===== config.mk =====
export PLATFORM = sky130hd
export DESIGN_NAME = serial_subtractor
export DESIGN_NICKNAME = d
export VERILOG_FILES = /design/src/rtl/serial_subtractor.sv
export SDC_FILE = /design/constraint.sdc
export NUM_CORES = 1
export LEC_CHECK = 0
export CAP_MARGIN = 10
export CORE_MARGIN = 5
export CORE_UTILIZATION = 24
export CTS_BUF_LIST = sky130_fd_sc_hd__clkbuf_8 sky130_fd_sc_hd__clkbuf_16
export DETAILED_ROUTE_END_ITERATION = 6
export PLACE_DENSITY = 0.48
export REMOVE_ABC_BUFFERS = 1
export SETUP_SLACK_MARGIN = 0.4
export SKIP_CTS_REPAIR_TIMING = 1
export SYNTH_ARGS = -nofsm -noshare
export SYNTH_HDL_FRONTEND = slang
export SYNTH_SLANG_ARGS = --single-unit

===== constraint.sdc =====
create_clock -name clk -period 2.12 [get_ports clk]
set_input_delay 0.212 -clock clk [delete_from_list [all_inputs] [get_ports clk]]
set_output_delay 0.212 -clock clk [all_outputs]
set_load 0.03 [all_outputs]

===== src/rtl/serial_subtractor.sv =====
// Bit-serial unsigned subtractor: a - b computed LSB first over WIDTH cycles,
// with a per-cycle serial bit stream and a held parallel result plus borrow.
module serial_subtractor #(
  parameter int WIDTH = 8
) (
  input  logic             clk,
  input  logic             rst,
  input  logic             start,
  input  logic [WIDTH-1:0] a,
  input  logic [WIDTH-1:0] b,
  output logic             busy,
  output logic             done,
  output logic [WIDTH-1:0] diff,
  output logic             borrow,
  output logic             bit_out,
  output logic             bit_valid
);

  localparam int CW = $clog2(WIDTH) + 1;

  typedef enum logic [1:0] {
    S_IDLE = 2'd0,
    S_RUN  = 2'd1,
    S_DONE = 2'd2
  } state_t;

  state_t           state_q, state_d;
  logic [WIDTH-1:0] a_q, a_d;
  logic [WIDTH-1:0] b_q, b_d;
  logic [WIDTH-1:0] res_q, res_d;
  logic [WIDTH-1:0] diff_q, diff_d;
  logic             br_q, br_d;
  logic             borrow_q, borrow_d;
  logic [CW-1:0]    cnt_q, cnt_d;
  logic             d_s;
  logic             br_next_s;
  logic             last_s;

  function automatic logic sub_bit(input logic x, input logic y, input logic bi);
    return x ^ y ^ bi;
  endfunction

  function automatic logic sub_borrow(input logic x, input logic y, input logic bi);
    return (~x & y) | (~(x ^ y) & bi);
  endfunction

  // Full-subtractor slice on the operand LSBs and the running borrow.
  always_comb begin
    d_s       = sub_bit(a_q[0], b_q[0], br_q);
    br_next_s = sub_borrow(a_q[0], b_q[0], br_q);
    last_s    = (cnt_q == CW'(WIDTH - 1));
  end

  // Next-state and datapath update.
  always_comb begin
    state_d  = state_q;
    a_d      = a_q;
    b_d      = b_q;
    res_d    = res_q;
    diff_d   = diff_q;
    br_d     = br_q;
    borrow_d = borrow_q;
    cnt_d    = cnt_q;
    case (state_q)
      S_IDLE: begin
        if (start) begin
          state_d = S_RUN;
          a_d     = a;
          b_d     = b;
          res_d   = '0;
          br_d    = 1'b0;
          cnt_d   = '0;
        end else begin
          state_d = S_IDLE;
        end
      end
      S_RUN: begin
        a_d   = {1'b0, a_q[WIDTH-1:1]};
        b_d   = {1'b0, b_q[WIDTH-1:1]};
        res_d = {d_s, res_q[WIDTH-1:1]};
        br_d  = br_next_s;
        // The final bit lands in the result and the outputs on the same edge.
        if (last_s) begin
          state_d  = S_DONE;
          diff_d   = {d_s, res_q[WIDTH-1:1]};
          borrow_d = br_next_s;
        end else begin
          cnt_d = cnt_q + CW'(1);
        end
      end
      S_DONE: begin
        state_d = S_IDLE;
      end
      default: begin
        state_d = S_IDLE;
      end
    endcase
  end

  // State and datapath registers.
  always_ff @(posedge clk or posedge rst) begin
    if (rst) begin
      state_q  <= S_IDLE;
      a_q      <= '0;
      b_q      <= '0;
      res_q    <= '0;
      diff_q   <= '0;
      br_q     <= 1'b0;
      borrow_q <= 1'b0;
      cnt_q    <= '0;
    end else begin
      state_q  <= state_d;
      a_q      <= a_d;
      b_q      <= b_d;
      res_q    <= res_d;
      diff_q   <= diff_d;
      br_q     <= br_d;
      borrow_q <= borrow_d;
      cnt_q    <= cnt_d;
    end
  end

  assign busy      = (state_q == S_RUN);
  assign done      = (state_q == S_DONE);
  assign bit_valid = (state_q == S_RUN);
  assign bit_out   = (state_q == S_RUN) & d_s;
  assign diff      = diff_q;
  assign borrow    = borrow_q;

endmodule


==> impl_metrics.yaml, run 1 <==
cells_and_area:
  final_cell_mix: "37 x dfrtp_1, 27 x clkdlybuf4s50_1, 19 x nand2_1, 15 x o21ai_0, 14 x mux2i_1"
  final_util_pct: 32.2
  fin_nets: 203
  layout_commonest_cell: "dfrtp_1"
  final_cell_area_um2: 2300
  antenna_cells: 0
  drive_above_1_share_pct: 21.3
  area_growth_syn_to_layout_pct: 32.1
  fillers: 743
routing:
  drt_iter0_drc: 57
  first_pass_iters: 2
  remaining_drc_errors: 0
  via_per_inst: 4.08
  vias: 1150
  drtAntennaViolNets: 0
  routed_wl_um: 3510
  wl_per_cell_um: 12.4
power_and_ir_drop:
  leakage_uw: 0.00104
  p_per_area_nw_per_um2: 1490
  peakVddDrop_uv: 362
clock_network:
  path_clk_slew_ns: 0.07
  cts-htree-levels: 2
  clkLatencyLatePin_ns: 0.28
  root_buffer: "clkbuf_8"
  cts_tree: "yes"
  cts_buffers: 5
  clock_sinks: 39
  cts_buffer_depth: 2
sta:
  max_slew.worst_pin.slew_ns: 0.506
  period_minus_slack_ns: 1.72
  hold_violations: 0
  drv_slew: 0
  setup_violations: 0
  skew_ns: 0.00269
  grt_setup_unrepaired: "true"
  timing.final.crit_share_pct: 81.0
  setup_slack_ns: 0.402
  hold_ws_ns: 0.355
  maxSlewHeadroom_pct: 66.3
  fmax_ghz: 0.582
die:
  die_area_um2: 9050
  die_w_um: 95.2
  ios: 32
  rows: 31
  die_y_um: 95.2
  initial_core_util_pct: 24.4
  core_um2: 7140
flow_run:
  max-cap-violations: 0
outcome:
  status: "complete, no violations"
setup_path:
  crit_path_end: "bit_out"
  cpPeakStageDelay_ns: 0.55
  r2r_cells: 5
  startpoint: "br_q"
  crit_family: "adder cells"
  path_class: "flop to primary output"
  cp.required_ns: 1.91
  worstSetupEndpointType: "primary output"
  path_buf_inv: 2
  path_cells: "inv_2 -> fa_1 -> and2_4 -> buf_6"
  crit_fanout: 2
  setup.worst_path.start_class: "flop"
  crit_cells: 4
  reg2reg_setup_slack_ns: 0.48
  cp.arrival_ns: 1.51
  rr_startpoint: "cnt_q[0]"
  r2r-end: "diff[6]"
  cp_slowest_cell: "fa_1"
global_routing:
  grt.overflow.total: 0
  grt_max_degree: 40
  first_global_vias: 1205
  grt_antenna_before_repair: 0
  grt_pass1_wl_um: 5810
  grt_usage_pct: 8.31
logic_synthesis:
  synthCells: 143
  synth_ff_type: "dfrtp_1"
  synth.avg_cell_area_um2: 12.2
  yosysSeqAreaShare_pct: 56.1
  yosys_warnings: 0
  synthesis.area_um2: 1740
  synth_seq_cells: 39
  synth_top_area_cell: "dfrtp_1"
  synth_top_cell_area_share_pct: 56.1
  synth_area_leaders: "dfrtp_1 56%, mux2i_1 8.1%, mux2_2 5.2%, o21ai_0 4.3%, nand2_1 4.1%"
  synth_cell_types: 33
  synth-async-reset-ratio_pct: 100
  synth_edf_count: 0
placed_design:
  placed_cell_area_um2: 2140
  post-dp-hpwl_um: 2340
  dp_slack_ns: 0.440
  numPortBuffers: 31
  gp_congestion: 0.669
hold_path:
  hold_path_class: "input pin to async pin"
## routing by layer
layer	part of all wire [%]	global-route usage (%)	wire [µm]
met2	44	12.3	1540
met3	4.9	3.00	172
met1	51	11.2	1780
met4	0.60	2.88	21
met5	0	0	0
## worst min-delay path, delay by kind of cell
kind | cells | cell delay (ns)
buffers and inverters | 3 | 0.87
## cells in the mapped netlist, types with 2 or more instances
cell and number:
a22o_1 8, inv_1 4, dfrtp_1 39, mux2_2 8, clkbuf_8 2, buf_2 2
a21oi_1 2, nand3_1 5, o21ai_0 15, buf_6 3, and2b_2 2, nand2_1 19
mux2i_1 14
## metrics by stage
stage               TNS [ns]  instances  power (µW)
floorplan              -2.87        134        2250
global placement           0        270        2780
detailed placement         0        270        2810
CTS                        0        278        3360
global route               0        282        3710
finish                     0        282        3430
## area by class of cell
type                       instances  area (µm²)  area share, %
clock inverter                     1        3.75          0.163
timing repair buffer              41         398           17.3
sequential                        39         978           42.5
multi-input combinational         90         681           29.6
inverter                           5        18.8          0.816
tap                               99         124           5.39
clock buffer                       7        96.3           4.19
## sequential cells by signal, summed over array words and instances, names as in the netlist
name and cells:
res_q 7, diff 8, cnt_q 4, b_q 8, br_q 1, state_q 2
a_q 8, borrow 1
## cell families (layout without fill, tap and decap cells)
kind of cell	Yosys count	count (layout)	synth area share, %
adders and majority gates	2	2	1.87
buffers and inverters	14	54	5.82
DFF	39	39	56.1
muxes	22	22	13.2
and+or+nand+nor	35	35	11.3
AOI/OAI and AO/OA	31	31	11.7
## where the power goes
part           switching (µW)  internal, µW  total (µW)
Combinational             796           792        1590
Clock                     244           292         536
Sequential                232          1070        1300
## worst min path at each step
stage / start / endpoint / slack [ns] / cells past startpoint
floorplan: a[7] / a_q[7] / 0.34 / 1
global placement: a_q[2] / a_q[2] / 0.46 / 2
detailed placement: a_q[2] / a_q[2] / 0.47 / 2
CTS: rst / diff[5] / 0.37 / 3
global route: rst / diff[1] / 0.41 / 3
finish: rst / diff[5] / 0.35 / 3
(Power assumes the default switching activity.)
==> run 2, diff against run 1 <==
PLACE_DENSITY = 0.49   (was 0.48)
clock period = 1.44 ns   (was 2.12 ns; I/O delays follow)
==> run 2 against run 1 <==
Compared with the run above:
- the flow now finishes with violations (negative setup slack)
- highest routed layer unchanged
- utilization rose by 8.1 points
- via count rose by 19%
- hold slack got worse by 0.25 ns
- critical endpoint unchanged
==> impl_metrics.yaml, run 2 (synthesis gave the netlist of run 1 again) <==
clock_network:
  cts_buffers: 5
  path_clk_slew_ns: 0.08
  clock_sinks: 39
  clkLatencyLatePin_ns: 0.29
  cts_buffer_depth: 2
  cts_tree: "yes"
  cts-htree-levels: 2
  root_buffer: "clkbuf_8"
setup_path:
  path_class: "flop to primary output"
  cp.required_ns: 1.30
  r2r_cells: 5
  rr_startpoint: "cnt_q[1]"
  cpPeakStageDelay_ns: 0.54
  crit_family: "adder cells"
  setup.worst_path.start_class: "flop"
  path_buf_inv: 2
  r2r-end: "diff[7]"
  crit_fanout: 2
  cp_slowest_cell: "fa_1"
  worstSetupEndpointType: "primary output"
  cp.arrival_ns: 1.50
  reg2reg_setup_slack_ns: -0.09
  path_cells: "inv_2 -> fa_1 -> and2_4 -> buf_6"
sta:
  skew_ns: 0.00567
  period_minus_slack_ns: 1.65
  timing.final.crit_share_pct: 114
  hold_ws_ns: 0.107
  setup_violations: 10
  max_slew.worst_pin.slew_ns: 0.349
  grt_setup_unrepaired: "true"
  drv_slew: 0
  maxSlewHeadroom_pct: 76.7
  fmax_ghz: 0.607
  setup_slack_ns: -0.208
  hold_violations: 0
cells_and_area:
  area_growth_syn_to_layout_pct: 65.5
  finalNonFillerCells: 313
  multi_input_area_um2: 868
  antenna_cells: 0
  fin_nets: 234
  final_cell_area_um2: 2880
  drive_above_1_share_pct: 52.8
  final_util_pct: 40.4
  regArea_um2: 976
  layout_commonest_cell: "dfrtp_1"
  fillers: 695
  final_cell_mix: "39 x dfrtp_1, 22 x buf_6, 18 x clkdlybuf4s50_1, 13 x o21ai_2, 13 x buf_4"
routing:
  wl_per_cell_um: 13.8
  remaining_drc_errors: 0
  drtAntennaViolNets: 0
  via_per_inst: 4.36
  drt_iter0_drc: 20
  first_pass_iters: 2
  vias: 1366
  routed_wl_um: 4330
die:
  die_area_um2: 9050
  initial_core_util_pct: 24.4
  ios: 32
  core_um2: 7140
  die_w_um: 95.2
  rows: 31
  die_y_um: 95.2
placed_design:
  post-dp-hpwl_um: 2380
  numPortBuffers: 31
  dp.cells: 278
  gp_congestion: 0.727
  placed_cell_area_um2: 2220
power_and_ir_drop:
  leakage_uw: 0.00134
  p_per_area_nw_per_um2: 2300
  finalPower_uw: 6620
  peakVddDrop_uv: 738
outcome:
  violations: "negative setup slack"
  status: "finished with violations"
global_routing:
  grt_pass1_wl_um: 5810
  grt_max_degree: 42
  grt_antenna_before_repair: 0
  grt_usage_pct: 8.36
  grt.overflow.total: 0
  first_global_vias: 1286
hold_path:
  hold_path_class: "input pin to async pin"
flow_run:
  max-cap-violations: 0
-- run 2: cell count changes in the layout (fill, tap and decap cells not counted), moves of 5 or more --
| cell | before | now |
|---|---|---|
| buf_6 | 2 | 22 |
| nand2_1 | 19 | 12 |
| clkdlybuf4s50_1 | 27 | 18 |
| mux2i_1 | 14 | 9 |
| mux2_2 | 8 | 1 |
| o21ai_2 | 0 | 13 |
| o21ai_0 | 15 | 0 |
| clkbuf_2 | 0 | 7 |
| mux2_4 | 0 | 7 |
-- run 2: final cells by class --
cell class                      instances  area share, %
Sequential cell                        39           33.9
Inverter                                5          0.825
Tap cell                               99           4.30
Clock inverter                          2           1.22
Timing Repair Buffer                   72           26.8
Clock buffer                            6           2.87
Multi-Input combinational cell         90           30.1
-- run 2: worst max path at each step --
stage | depth (start not counted) | endpoint | from | slack [ns]
2_1_floorplan | 2 | a_q[0] | state_q[0] | -0.84
3_3_place_gp | 5 | diff[6] | cnt_q[0] | -0.08
3_5_place_dp | 5 | diff[6] | cnt_q[0] | -0.11
4_1_cts | 3 | bit_out | a_q[0] | -0.29
5_1_grt | 4 | bit_out | br_q | -0.28
6_report | 4 | bit_out | br_q | -0.21
-- run 2: per-layer routing --
metal	vias to the layer above	GRT usage, %	part of all wire (%)
li1	648	-	-
met3	9	3.08	4.8
met1	681	10.4	46
met2	28	12.7	47
met4	0	4.21	2.0
met5	-	0	0
-- run 2: metrics by stage --
step	TNS, ns	worst slack, ns
5_1_grt	-1.44	-0.279
3_3_place_gp	-0.666	-0.0838
6_report	-0.721	-0.208
3_5_place_dp	-0.767	-0.106
4_1_cts	-1.78	-0.292
2_1_floorplan	-26.20	-0.836
-- run 2: power by group --
part,leakage [µW],internal [µW],switching [µW]
Clock,0.0000612,561,388
Sequential,0.000495,1570,339
Combinational,0.000780,2070,1690
Total,0.00134,4210,2410
